--- config.mk ---
export PLATFORM = sky130hd
export DESIGN_NAME = bus_arbiter_flat
export DESIGN_NICKNAME = d
export VERILOG_FILES = /design/src/rtl/bus_arbiter_if.sv /design/src/rtl/bus_arbiter.sv /design/src/flat_wrapper.sv
export SDC_FILE = /design/constraint.sdc
export NUM_CORES = 1
export LEC_CHECK = 0
export BUFFER_PORTS_ARGS = -buffer_cell sky130_fd_sc_hd__buf_2
export CAP_MARGIN = 0
export CORE_AREA = 3 3 114 116
export DETAILED_ROUTE_END_ITERATION = 10
export DIE_AREA = 0 0 117 119
export PLACE_DENSITY_LB_ADDON = 0.3
export SLEW_MARGIN = 20
export SYNTH_ARGS = -nofsm -noshare
export SYNTH_HDL_FRONTEND = slang
export SYNTH_SLANG_ARGS = --single-unit
--- constraint.sdc ---
create_clock -name i_CLK -period 4.9 [get_ports i_CLK]
set_clock_uncertainty 0.1 [all_clocks]
set_input_delay 0.49 -clock i_CLK [delete_from_list [all_inputs] [get_ports i_CLK]]
set_output_delay 0.49 -clock i_CLK [all_outputs]
set_load 0.02 [all_outputs]
--- src/rtl/bus_arbiter_if.sv ---
// bus_arbiter_if
// Bundles every signal that crosses between the bus masters / bus slaves and
// the round-robin bus arbiter. Clock and reset are not part of the bundle.
//
// Signals (N = number of masters):
//   i_M_REQ     [N-1:0]     per-master transfer request, held until granted
//   i_M_WE      [N-1:0]     per-master write enable (0 = read)
//   i_M_HB      [2N-1:0]    per-master size code, master k at [2k+1:2k]
//   i_M_CE      [8N-1:0]    per-master one-hot slave select, master k at [8k+7:8k]
//   i_M_ADDR    [32N-1:0]   per-master address, master k at [32k+31:32k]
//   i_M_WDATA   [32N-1:0]   per-master write data, master k at [32k+31:32k]
//   o_M_GNT     [N-1:0]     one-cycle completion pulse to the owner
//   o_M_ERR     [N-1:0]     one-cycle timeout pulse, coincident with o_M_GNT
//   o_M_RDATA   [31:0]      read data broadcast, valid while o_M_GNT is high
//   o_BUS_ADDR  [31:0]      bus address
//   o_BUS_WDATA [31:0]      bus write data
//   o_BUS_WE                bus write enable
//   o_BUS_RE                bus read enable
//   o_BUS_HB    [1:0]       bus size code
//   o_BUS_CE    [7:0]       bus slave select
//   i_BUS_RDATA [31:0]      slave read data
//   i_BUS_RDY               slave completes the transfer this cycle
//   o_OWNER     [OW-1:0]    index of the current or last owner (debug)
//
// Modports:
//   slave  - the arbiter's view: consumes the i_* signals, drives the o_* signals
//   master - the surrounding system's view: drives i_*, observes o_*
interface bus_arbiter_if #(
  parameter int N = 2
);
  localparam int OW = (N > 1) ? $clog2(N) : 1;

  logic [N-1:0]      i_M_REQ;
  logic [N-1:0]      i_M_WE;
  logic [2*N-1:0]    i_M_HB;
  logic [8*N-1:0]    i_M_CE;
  logic [32*N-1:0]   i_M_ADDR;
  logic [32*N-1:0]   i_M_WDATA;
  logic [N-1:0]      o_M_GNT;
  logic [N-1:0]      o_M_ERR;
  logic [31:0]       o_M_RDATA;
  logic [31:0]       o_BUS_ADDR;
  logic [31:0]       o_BUS_WDATA;
  logic              o_BUS_WE;
  logic              o_BUS_RE;
  logic [1:0]        o_BUS_HB;
  logic [7:0]        o_BUS_CE;
  logic [31:0]       i_BUS_RDATA;
  logic              i_BUS_RDY;
  logic [OW-1:0]     o_OWNER;

  modport slave (
    input  i_M_REQ, i_M_WE, i_M_HB, i_M_CE, i_M_ADDR, i_M_WDATA,
    input  i_BUS_RDATA, i_BUS_RDY,
    output o_M_GNT, o_M_ERR, o_M_RDATA,
    output o_BUS_ADDR, o_BUS_WDATA, o_BUS_WE, o_BUS_RE, o_BUS_HB, o_BUS_CE,
    output o_OWNER
  );

  modport master (
    output i_M_REQ, i_M_WE, i_M_HB, i_M_CE, i_M_ADDR, i_M_WDATA,
    output i_BUS_RDATA, i_BUS_RDY,
    input  o_M_GNT, o_M_ERR, o_M_RDATA,
    input  o_BUS_ADDR, o_BUS_WDATA, o_BUS_WE, o_BUS_RE, o_BUS_HB, o_BUS_CE,
    input  o_OWNER
  );
endinterface

--- src/rtl/bus_arbiter.sv ---
// bus_arbiter
// Round-robin arbiter and multiplexer sharing one peripheral bus between N
// masters (master 0 is the core). Each transfer runs IDLE -> ACCESS -> RECOVER.
// ACCESS ends on i_BUS_RDY, or with an error after TIMEOUT cycles without it,
// or early if the owner withdraws its request.
//
// Parameters:
//   N        number of masters (2..4)
//   TIMEOUT  ACCESS cycles allowed before a transfer is terminated with error (>= 2)
//
// Ports:
//   i_CLK    rising-edge clock
//   i_RSTn   asynchronous active-low reset
//   bus      bus_arbiter_if.slave bundle (master requests, bus outputs, slave
//            responses, grant/error/read-data returns, owner debug index);
//            the interface's N must match this module's N
module bus_arbiter #(
  parameter int N       = 2,
  parameter int TIMEOUT = 16
) (
  input  logic          i_CLK,
  input  logic          i_RSTn,
  bus_arbiter_if.slave  bus
);

  localparam int          OW           = (N > 1) ? $clog2(N) : 1;
  localparam int          WW           = (TIMEOUT > 1) ? $clog2(TIMEOUT) : 1;
  localparam logic [31:0] TIMEOUT_DATA = 32'hDEAD_BEEF;

  typedef enum logic [1:0] {
    IDLE    = 2'd0,
    ACCESS  = 2'd1,
    RECOVER = 2'd2
  } state_t;

  state_t        state;
  logic [OW-1:0] ptr;
  logic [OW-1:0] owner;
  logic [WW-1:0] wcnt;

  logic [OW-1:0] cand;
  logic [OW-1:0] pick;
  logic          pick_valid;
  logic [OW-1:0] ptr_next;

  logic          owner_req;
  logic          owner_we;
  logic [1:0]    owner_hb;
  logic [7:0]    owner_ce;
  logic [31:0]   owner_addr;
  logic [31:0]   owner_wdata;

  logic          in_access;
  logic          done;
  logic          tmo;

  // Pick the first requester at or after ptr. Scanning the offsets from the
  // far end downwards lets the closest requester overwrite any later one.
  always_comb begin
    cand       = '0;
    pick       = '0;
    pick_valid = 1'b0;
    for (int i = N - 1; i >= 0; i--) begin
      cand = OW'((int'(ptr) + i) % N);
      if (bus.i_M_REQ[cand]) begin
        pick       = cand;
        pick_valid = 1'b1;
      end
    end
  end

  // Steer the latched owner's request fields. Constant-index slices keep the
  // mux free of variable part-selects.
  always_comb begin
    owner_req   = 1'b0;
    owner_we    = 1'b0;
    owner_hb    = '0;
    owner_ce    = '0;
    owner_addr  = '0;
    owner_wdata = '0;
    for (int k = 0; k < N; k++) begin
      if (owner == OW'(k)) begin
        owner_req   = bus.i_M_REQ[k];
        owner_we    = bus.i_M_WE[k];
        owner_hb    = bus.i_M_HB[2*k +: 2];
        owner_ce    = bus.i_M_CE[8*k +: 8];
        owner_addr  = bus.i_M_ADDR[32*k +: 32];
        owner_wdata = bus.i_M_WDATA[32*k +: 32];
      end
    end
  end

  // A withdrawn request takes precedence over both completion and timeout.
  // A ready that lands on the last allowed cycle counts as a normal completion.
  assign in_access = (state == ACCESS);
  assign done      = in_access && owner_req && bus.i_BUS_RDY;
  assign tmo       = in_access && owner_req && !bus.i_BUS_RDY && (wcnt == WW'(TIMEOUT - 1));
  assign ptr_next  = (owner == OW'(N - 1)) ? '0 : owner + 1'b1;

  // Transfer sequencer. RECOVER spends one idle cycle so that the finished
  // master's request, still high while it sees the grant, is not re-sampled.
  always_ff @(posedge i_CLK or negedge i_RSTn) begin
    if (!i_RSTn) begin
      state <= IDLE;
      ptr   <= '0;
      owner <= '0;
      wcnt  <= '0;
    end else begin
      case (state)
        IDLE: begin
          if (pick_valid) begin
            owner <= pick;
            wcnt  <= '0;
            state <= ACCESS;
          end
        end
        ACCESS: begin
          if (!owner_req) begin
            wcnt  <= '0;
            state <= IDLE;
          end else if (done || tmo) begin
            ptr   <= ptr_next;
            wcnt  <= '0;
            state <= RECOVER;
          end else begin
            wcnt <= wcnt + 1'b1;
          end
        end
        RECOVER: begin
          state <= IDLE;
        end
        default: begin
          state <= IDLE;
        end
      endcase
    end
  end

  // Bus and return paths are decoded from state, so an asynchronous reset
  // drops the bus immediately without waiting for a clock edge.
  always_comb begin
    bus.o_M_GNT     = '0;
    bus.o_M_ERR     = '0;
    bus.o_M_RDATA   = '0;
    bus.o_BUS_ADDR  = '0;
    bus.o_BUS_WDATA = '0;
    bus.o_BUS_WE    = 1'b0;
    bus.o_BUS_RE    = 1'b0;
    bus.o_BUS_HB    = '0;
    bus.o_BUS_CE    = '0;
    if (in_access) begin
      bus.o_BUS_ADDR  = owner_addr;
      bus.o_BUS_WDATA = owner_wdata;
      bus.o_BUS_WE    = owner_we;
      bus.o_BUS_RE    = ~owner_we;
      bus.o_BUS_HB    = owner_hb;
      bus.o_BUS_CE    = owner_ce;
    end
    for (int k = 0; k < N; k++) begin
      if (owner == OW'(k)) begin
        bus.o_M_GNT[k] = done || tmo;
        bus.o_M_ERR[k] = tmo;
      end
    end
    if (done) begin
      bus.o_M_RDATA = bus.i_BUS_RDATA;
    end else if (tmo) begin
      bus.o_M_RDATA = TIMEOUT_DATA;
    end
  end

  assign bus.o_OWNER = owner;

endmodule

--- src/flat_wrapper.sv ---
// flat-port wrapper written by rule: the top's interface ports become plain ports
module bus_arbiter_flat 
#(
  parameter int N       = 2,
  parameter int TIMEOUT = 16
)
  (i_CLK, i_RSTn, bus_i_M_REQ, bus_i_M_WE, bus_i_M_HB, bus_i_M_CE, bus_i_M_ADDR, bus_i_M_WDATA, bus_i_BUS_RDATA, bus_i_BUS_RDY, bus_o_M_GNT, bus_o_M_ERR, bus_o_M_RDATA, bus_o_BUS_ADDR, bus_o_BUS_WDATA, bus_o_BUS_WE, bus_o_BUS_RE, bus_o_BUS_HB, bus_o_BUS_CE, bus_o_OWNER);
  bus_arbiter_if #(.N(N)) bus_i ();
  input  logic i_CLK;
  input  logic i_RSTn;
  input wire logic [$bits(bus_i.i_M_REQ)-1:0] bus_i_M_REQ;
  input wire logic [$bits(bus_i.i_M_WE)-1:0] bus_i_M_WE;
  input wire logic [$bits(bus_i.i_M_HB)-1:0] bus_i_M_HB;
  input wire logic [$bits(bus_i.i_M_CE)-1:0] bus_i_M_CE;
  input wire logic [$bits(bus_i.i_M_ADDR)-1:0] bus_i_M_ADDR;
  input wire logic [$bits(bus_i.i_M_WDATA)-1:0] bus_i_M_WDATA;
  input wire logic [$bits(bus_i.i_BUS_RDATA)-1:0] bus_i_BUS_RDATA;
  input wire logic [$bits(bus_i.i_BUS_RDY)-1:0] bus_i_BUS_RDY;
  output wire logic [$bits(bus_i.o_M_GNT)-1:0] bus_o_M_GNT;
  output wire logic [$bits(bus_i.o_M_ERR)-1:0] bus_o_M_ERR;
  output wire logic [$bits(bus_i.o_M_RDATA)-1:0] bus_o_M_RDATA;
  output wire logic [$bits(bus_i.o_BUS_ADDR)-1:0] bus_o_BUS_ADDR;
  output wire logic [$bits(bus_i.o_BUS_WDATA)-1:0] bus_o_BUS_WDATA;
  output wire logic [$bits(bus_i.o_BUS_WE)-1:0] bus_o_BUS_WE;
  output wire logic [$bits(bus_i.o_BUS_RE)-1:0] bus_o_BUS_RE;
  output wire logic [$bits(bus_i.o_BUS_HB)-1:0] bus_o_BUS_HB;
  output wire logic [$bits(bus_i.o_BUS_CE)-1:0] bus_o_BUS_CE;
  output wire logic [$bits(bus_i.o_OWNER)-1:0] bus_o_OWNER;
  assign bus_i.i_M_REQ = bus_i_M_REQ;
  assign bus_i.i_M_WE = bus_i_M_WE;
  assign bus_i.i_M_HB = bus_i_M_HB;
  assign bus_i.i_M_CE = bus_i_M_CE;
  assign bus_i.i_M_ADDR = bus_i_M_ADDR;
  assign bus_i.i_M_WDATA = bus_i_M_WDATA;
  assign bus_i.i_BUS_RDATA = bus_i_BUS_RDATA;
  assign bus_i.i_BUS_RDY = bus_i_BUS_RDY;
  assign bus_o_M_GNT = bus_i.o_M_GNT;
  assign bus_o_M_ERR = bus_i.o_M_ERR;
  assign bus_o_M_RDATA = bus_i.o_M_RDATA;
  assign bus_o_BUS_ADDR = bus_i.o_BUS_ADDR;
  assign bus_o_BUS_WDATA = bus_i.o_BUS_WDATA;
  assign bus_o_BUS_WE = bus_i.o_BUS_WE;
  assign bus_o_BUS_RE = bus_i.o_BUS_RE;
  assign bus_o_BUS_HB = bus_i.o_BUS_HB;
  assign bus_o_BUS_CE = bus_i.o_BUS_CE;
  assign bus_o_OWNER = bus_i.o_OWNER;
  bus_arbiter #(.N(N), .TIMEOUT(TIMEOUT)) u_core (.i_CLK(i_CLK), .i_RSTn(i_RSTn), .bus(bus_i));
endmodule
=== After elaboration in Yosys (flattened, before gate mapping) ===
Index checks and enable logic that the tools add are counted.

* Bits in registers: 8
* Word-level logic and storage cells: 61
* Input bits: 187
* Output and inout bits: 113

* Magnitude comparators: 2
* $add $sub $neg: 3
* Multiplexer cells: 35
* Equality and inequality tests: 4
* Bitwise operators: 1
* Reductions and logical operators: 12

{| class="wikitable"
|+ Operators by type and width
! kind !! count
|-
| $mux 32 || 6
|-
| $mux 1 || 17
|-
| $mux 8 || 2
|-
| $mux 4 || 3
|-
| $mux 2 || 5
|-
| $pmux 4 s2 || 1
|-
| $reduce_and 2->1 || 3
|-
| $add 4x1->4 const B || 1
|-
| $eq 4x4->1 const B || 1
|-
| $logic_and 1x1->1 || 4
|-
| $lt 1x2->1 const B || 2
|-
| $pmux 2 s2 || 1
|-
| $ne 3x3->1 const B || 1
|-
| $reduce_and 3->1 || 1
|-
| $add 1x1->1 const B || 2
|-
| $eq 2x1->1 const B || 1
|-
| $logic_not 2->1 || 1
|-
| $ne 2x1->1 const B || 1
|-
| $reduce_bool 2->1 || 1
|-
| $logic_not 1->1 || 1
|-
| $logic_or 1x1->1 || 1
|-
| $not 1->1 || 1
|}

=== Depth between registers and ports, before layout ===
Gate-level depths: netlist of the first run.

* Depth after elaboration: 8
* Mapped depth: 5
* Depth with buffers taken out: 4

=== Worst setup path before layout of the first run ===
OpenSTA, ideal clock, no wires.

* Path kind: input to output
* Start point: input bus_i_BUS_RDY
* End point: output bus_o_M_RDATA[0]
* Buffers on the path: 2
* Cell stages on the path: 5
* Setup slack: 2.739 ns
* Arrival time: 1.571 ns
* Cells stage by stage: buf_2 > nor2b_1 > nand3_1 > clkbuf_1 > a21oi_1

* Cells in the longest elaborated chain, start to end: 5

{| class="wikitable"
|+ RTL lines
! item !! RTL line !! RTL
|-
| start: declaration || flat_wrapper.sv:18 || <nowiki>input wire logic [$bits(bus_i.i_BUS_RDY)-1:0] bus_i_BUS_RDY;</nowiki>
|-
| $logic_not 1->1 || bus_arbiter.sv:97 || <nowiki>assign tmo = in_access && owner_req && !bus.i_BUS_RDY && (wcnt == WW'(TIMEOUT - 1));</nowiki>
|-
| $logic_and 1x1->1 (2 in a row) || bus_arbiter.sv:97 ||
|-
| $mux 32 || bus_arbiter.sv:167 || <nowiki>end else if (tmo) begin</nowiki>
|-
| $mux 32 (*) || bus_arbiter.sv:165 || <nowiki>if (done) begin</nowiki>
|-
| end: declaration || flat_wrapper.sv:21 || <nowiki>output wire logic [$bits(bus_i.o_M_RDATA)-1:0] bus_o_M_RDATA;</nowiki>
|}

Every way passes the cells marked *; elsewhere a longest branch is shown, timed or not.

=== Worst setup path in the final report of the first run ===
* Start point: register u_core.owner, in the netlist u_core.bus.o_OWNER
* End point: output bus_o_BUS_WDATA[2]

* Cells in the longest elaborated chain, start to end: 2

{| class="wikitable"
|+ RTL lines
! item !! RTL line !! RTL
|-
| start: declaration || bus_arbiter.sv:38 || <nowiki>logic [OW-1:0] owner;</nowiki>
|-
| start signal: assignment || bus_arbiter.sv:112 || <nowiki>owner <= pick;</nowiki>
|-
| $mux 32 || bus_arbiter.sv:82 || <nowiki>if (owner == OW'(k)) begin</nowiki>
|-
| $mux 32 || bus_arbiter.sv:151 || <nowiki>if (in_access) begin</nowiki>
|-
| end: declaration || flat_wrapper.sv:23 || <nowiki>output wire logic [$bits(bus_i.o_BUS_WDATA)-1:0] bus_o_BUS_WDATA;</nowiki>
|}

Every way passes these cells.

==> impl_metrics.csv, run 1 <==
group,metric,value,unit
status,status,"completed",
detailed_routing,highest_layer,"met4",
synth,synthArstFlopShare,100,%
synth,yosysWarnings,0,
floorplanning,floorplan.initialDensity,15.7,%
power_and_ir_drop,vdd_ir_drop_max,250,uV
synth,ys_ff_latch,8,
floorplanning,dieArea,13900,sq um
synth,avgSynthCellArea,6.69,sq um
sta,max-slew-margin-rel,34.0,%
detailed_routing,ant_nets,0,
sta,grt_setup_unrepaired,"no",
setup_path,required,4.31,ns
detailed_routing,dr_wl_met3,899,um
sta,finalHoldViolations,0,
sta,tightest_slew,0.987,ns
cells_and_area,n_fill_cell,1324,
sta,tns,0,ns
synth,synth.most_common_cell,"nor2_1",
clock_tree,clkLatencyLatePin,0.23,ns
detailed_routing,drtIter0Drc,104,
synth,ys_seq_area_share,10.6,%
clock_tree,cts_setup_buffers,0,
floorplanning,fp.dieW,117,um
setup_path,critPathLaunchType,"register",
grt,grt_pass1_vias,2731,
detailed_routing,wl_met1,3.91,mm
power_and_ir_drop,power_leakage,2.25,nW
synth,yosysTopAreaCell,"mux2i_1",
grt,antenna_found_initial,0,
clock_tree,root_buffer,"clkbuf_16",
synth,post_synth_main_area_contributors,"mux2i_1 (40%), nor2_1 (16%), dfrtp_1 (11%)",
cells_and_area,stdcell_area,3540,sq um
grt,track_usage,11.8,%
clock_tree,h-tree-depth,1,
clock_tree,cts_sinks,8,
cells_and_area,num_antenna_cells,0,
detailed_routing,vias_per_cell,4.35,
placed_design,gp_congestion,0.851,
power_and_ir_drop,finalPower,1.70,mW
synth,netlist_area,1890,sq um
synth,syn_inst,282,
placed_design,place_area,3450,sq um
floorplanning,row_count,40,
cells_and_area,layout-drive-gt1-share,54.9,%
synth,synth-main-ff-cell,"dfrtp_1",
grt,globalRoute.totalOverflow,0,
sta,finalCriticalPeriod,2.99,ns
sta,slew_viol_final,0,
floorplanning,num_io_pins,300,
setup_path,crit_arrival,2.40,ns
detailed_routing,drt_pre_antenna_iters,4,
synth,synthMuxAreaShare,41.5,%
synth,synthXorXnorAreaFrac,0,%
detailed_routing,routed-wl-met2,4.92,mm
power_and_ir_drop,pwr_density_cell,482,nW/um^2
placed_design,dp_hpwl,8.15,mm
detailed_routing,avgRoutedWirePerCell,13.9,um
sta,setup_viol,0,
synth,synth_top_family_by_area,"multiplexers",
synth,synth_edf_count,0,
worst_hold_path,hold_class,"input port to register",
grt,grt_max_degree,79,
synth,synth.distinct_cells,28,
detailed_routing,vias,3080,
setup_path,critical_path.max_fanout,43,
synth,synth_compound_gate_area_share,10.2,%
detailed_routing,drc_errors,0,
floorplanning,coreArea,12000,sq um
grt,grt_pass1_wl,13.6,mm
cells_and_area,utilization,29.4,%
synth,netlist_top_cells_count,"nor2_1 (80), mux2i_1 (76), nand2_1 (26)",
clock_tree,path_clk_slew,0.04,ns
clock_tree,ctsResizeCount,0,
sta,fmax,0.335,GHz
detailed_routing,wl,9.82,mm
clock_tree,cts_buffers,3,
synth,syn_nets,470,
setup_path,crit_path_end_kind,"output pin",
floorplanning,dieHeight,119,um
sta,fin_crit_sh,60.9,%
synth,synthSimpleGateAreaFrac,29.7,%
clock_tree,clockBufferDepth,2,
cells_and_area,num-nets-final,750,
synth,yosys.area.top_type_share,40.3,%
cells_and_area,area_growth,87.5,%
synth,synth_fa_ha_area_share,0.664,%
sta,fin_hold_ws,0.398,ns
clock_tree,cts_tree,"done",
flow_run,cap_viol_max_count,0,
setup_path,critPathKind,"register to output pin",
placed_design,port_buffers,299,
worst max-delay path, cell delays in order, from the launching register on:
cell	delay, ns
dfrtp_4	0.89
buf_4	0.63
mux2i_1	0.32
nor2_1	0.07
buf_2	0.20
area by class of cell:
class	count	area (sq um)	share of cell area (%)
multi-input combinational	246	1550	43.8
timing repair buffer	301	1510	42.8
sequential	8	204	5.77
tap	147	184	5.20
clock buffer	4	78.8	2.23
inverter	2	7.51	0.212
power breakdown:
part | total, mW | internal (mW) | switching [mW]
Sequential | 0.189 | 0.0855 | 0.104
Clock | 0.143 | 0.109 | 0.0342
Combinational | 1.37 | 0.516 | 0.856
kinds of logic (layout without fill, tap and decap cells):
logic type / after synthesis / in the layout
buffers and inverters: 28 / 307
AND/OR/NAND/NOR: 131 / 131
AO/OA/AOI/OAI: 36 / 36
flip-flops: 8 / 8
multiplexers: 78 / 78
adder cells (fa/ha/maj): 1 / 1
flip-flops by register name, indices dropped and copies added (netlist names):
signal	cells
u_core.bus.o_OWNER	1
u_core.ptr	1
u_core.wcnt	4
u_core.state	2
cells in the final DEF (no fill, tap or decap), drive strengths merged:
master / netlist / layout
nor3: 6 / 6
nor2b: 2 / 2
nand2b: 1 / 1
a2bb2oi: 1 / 1
mux2: 2 / 2
and2: 1 / 1
dlygate4sd3: 0 / 1
or4: 1 / 1
dfrtp: 8 / 8
ha: 1 / 1
o211ai: 1 / 1
mux2i: 76 / 76
o21ai: 5 / 5
a31oi: 4 / 4
nor2: 80 / 80
nand2: 27 / 27
nand4: 1 / 1
buf: 19 / 300
and3: 8 / 8
inv: 2 / 2
a21oi: 25 / 25
nand3: 3 / 3
clkbuf: 7 / 4
and4b: 1 / 1
what timing repair did:
item,in CTS,in global routing
hold buffers,1,0
hold endpoints to repair,8,0
endpoints found under the setup margin,0,0
final timing paths:
check                                   startpoint            endpoint  slack [ns]  depth (start not counted)
worst max register to register     u_core.state[1]      u_core.wcnt[2]        2.88                          3
worst min register to register          u_core.ptr          u_core.ptr        0.41                          1
worst max-delay path            u_core.bus.o_OWNER  bus_o_BUS_WDATA[2]        1.91                          4
max in group asynchronous                   i_RSTn  u_core.bus.o_OWNER        3.98                          2
worst min-delay path                bus_i_M_REQ[0]  u_core.bus.o_OWNER        0.40                          2
min in group asynchronous                   i_RSTn      u_core.wcnt[1]        0.53                          2
metal layers:
metal	global-route usage (%)	vias up
li1	-	1527
met1	14.3	1364
met2	22.7	178
met3	1.37	11
met4	1.22	0
met5	0	-
through the flow:
step / std cells / worst slack [ns]
3_5_place_dp: 703 / 2.06
5_1_grt: 708 / 1.78
3_3_place_gp: 703 / 2.17
6_report: 708 / 1.91
2_1_floorplan: 282 / 2.74
4_1_cts: 708 / 1.91
No activity file was read; power rests on OpenSTA's default activity.
==> run 2, diff against run 1 <==
--- a/config.mk
+++ b/config.mk
@@ -7,9 +7,9 @@
 export LEC_CHECK = 0
 export BUFFER_PORTS_ARGS = -buffer_cell sky130_fd_sc_hd__buf_2
 export CAP_MARGIN = 0
-export CORE_AREA = 3 3 114 116
+export CORE_AREA = 3 3 116 118
 export DETAILED_ROUTE_END_ITERATION = 10
-export DIE_AREA = 0 0 117 119
+export DIE_AREA = 0 0 119 121
 export PLACE_DENSITY_LB_ADDON = 0.3
 export SLEW_MARGIN = 20
 export SYNTH_ARGS = -nofsm -noshare
==> constraint.sdc (replaced) <==
create_clock -name i_CLK -period 2.95 [get_ports i_CLK]
set_clock_uncertainty 0.1 [all_clocks]
set_input_delay 0.295 -clock i_CLK [delete_from_list [all_inputs] [get_ports i_CLK]]
set_output_delay 0.295 -clock i_CLK [all_outputs]
set_load 0.02 [all_outputs]
==> impl_metrics.csv, run 2 (synthesis gave the netlist of run 1 again) <==
group,metric,value,unit
status,status,"completed",
clock_tree,cts_sinks,8,
sta,setup_ws,0.667,ns
detailed_routing,vias,3040,
cells_and_area,area_growth,90.8,%
clock_tree,root_buffer,"clkbuf_16",
sta,fin_crit_sh,77.4,%
clock_tree,clockBufferDepth,2,
cells_and_area,largest_register_ffs,4,
setup_path,critPathKind,"register to output pin",
sta,tightest_slew,0.671,ns
clock_tree,cts_buffers,3,
detailed_routing,drt_pre_antenna_iters,7,
sta,slew_viol_final,0,
setup_path,r2r-start,"u_core.wcnt[0]",
floorplanning,num_io_pins,300,
placed_design,gp_congestion,0.821,
clock_tree,clkLatencyLatePin,0.23,ns
grt,antenna_found_initial,1,
floorplanning,fp.dieW,119,um
detailed_routing,drtIter0Drc,102,
power_and_ir_drop,vdd_ir_drop_max,328,uV
setup_path,rrSetupSlack,1.10,ns
setup_path,crit_buf_inv,1,
clock_tree,post_cts_hold_buffer_count,1,
sta,fin_hold_ws,0.208,ns
floorplanning,coreArea,12600,sq um
setup_path,crit_path_end_kind,"output pin",
worst_hold_path,hold_class,"input port to register",
cells_and_area,num-nets-final,754,
grt,grt_max_degree,47,
clock_tree,path_clk_slew,0.04,ns
grt,busiest_layer,"met2",
floorplanning,floorplan.initialDensity,15.0,%
detailed_routing,vias_per_cell,4.12,
cells_and_area,n_fill_cell,1408,
setup_path,critPathLaunchType,"register",
placed_design,dp_cells,732,
grt,grt_pass1_wl,15.3,mm
setup_path,crit_start,"u_core.state[1]",
setup_path,cpPeakStageDelay,0.44,ns
grt,met3_usage,2.24,%
placed_design,pre_cts_slack,0.905,ns
cells_and_area,final_cell_mix,"buf_2 (299), nor2_1 (80), mux2i_1 (76)",
floorplanning,dieHeight,121,um
setup_path,crit_end,"bus_o_M_RDATA[20]",
sta,setup_viol,0,
grt,met1_usage,15.1,%
cells_and_area,top_regs,"u_core.wcnt: 4 flops, u_core.state: 2 flops",
sta,grt_setup_unrepaired,"no",
sta,tns,0,ns
clock_tree,cts_setup_buffers,0,
placed_design,port_buffers,299,
setup_path,cp.depth,4,
cells_and_area,layout-drive-gt1-share,55.2,%
setup_path,r2r_cells,4,
clock_tree,ctsResizeCount,0,
floorplanning,dieArea,14400,sq um
clock_tree,cts_tree,"done",
grt,track_usage,12.9,%
detailed_routing,drc_errors,0,
sta,finalCriticalPeriod,2.28,ns
grt,met2_usage,23.9,%
flow_run,cap_viol_max_count,0,
detailed_routing,wl,10.2,mm
setup_path,required,2.56,ns
setup_path,crit_family,"simple AND/OR/NAND/NOR gates",
power_and_ir_drop,pwr_density_cell,793,nW/um^2
floorplanning,row_count,41,
cells_and_area,top_register,"u_core.wcnt",
cells_and_area,num_antenna_cells,0,
power_and_ir_drop,finalPower,2.85,mW
sta,finalHoldViolations,0,
cells_and_area,final_common_cell,"buf_2",
setup_path,critical_path.max_fanout,46,
detailed_routing,ant_nets,0,
setup_path,cpMaxStageDelayCell,"dfrtp_1",
clock_tree,h-tree-depth,1,
grt,grt_pass1_vias,3031,
placed_design,dp_hpwl,8.57,mm
sta,fmax,0.438,GHz
sta,max-slew-margin-rel,55.0,%
setup_path,crit_arrival,1.89,ns
setup_path,r2r_end,"u_core.ptr",
detailed_routing,avgRoutedWirePerCell,13.8,um
setup_path,crit_chain,"nand2b_4 > nor2_1 > and3_1 > buf_2",
grt,globalRoute.totalOverflow,0,
cells_and_area,final_cells,737,
power_and_ir_drop,power_leakage,2.27,nW
[run 2: cell count changes in the layout (fill, tap and decap cells not counted), sizes merged]
cell | previous run | this run
buf | 300 | 304
[run 2: through the flow]
step / cell area [sq um] / util, %
CTS: 3600 / 28.6
finish: 3600 / 28.6
detailed placement: 3510 / 27.9
global route: 3600 / 28.6
global placement: 3510 / 27.9
floorplan: 1890 / -
[run 2: worst register-to-register path, cell delays in order (launching register included)]
cell and delay [ns]:
dfrtp_1 0.41, ha_1 0.25, a31oi_1 0.55, nor3_2 0.10
mux2_1 0.32
[run 2: worst min path at each step]
stage,slack (ns),end,cells past startpoint,startpoint
after floorplan,-0.10,u_core.bus.o_OWNER,0,i_RSTn
final,0.21,u_core.bus.o_OWNER,2,bus_i_M_REQ[0]
after detailed placement,0.05,u_core.wcnt[1],1,i_RSTn
after CTS,0.20,u_core.bus.o_OWNER,2,bus_i_M_REQ[0]
after global placement,0.05,u_core.wcnt[1],1,i_RSTn
after global routing,0.22,u_core.bus.o_OWNER,2,bus_i_M_REQ[0]
[run 2: area by class of cell]
class / instances / area (sq um) / area share, %
clock buffers: 4 / 78.8 / 2.19
inverters: 2 / 7.51 / 0.209
multi-input cells: 246 / 1550 / 43.0
flip-flops and latches: 8 / 204 / 5.67
well taps: 172 / 215 / 5.98
repair buffers: 305 / 1540 / 42.9
[run 2: report_power, final]
group	switching, mW	internal [mW]	total (mW)
sequential	0.0375	0.145	0.182
combinational	1.56	0.872	2.43
clock	0.0569	0.180	0.237
[run 2: per-layer routing]
metal	up-vias	share of wire, %
met4	2	1.7
met5	-	0.069
met2	175	51
met3	12	9.4
met1	1317	38
li1	1534	-
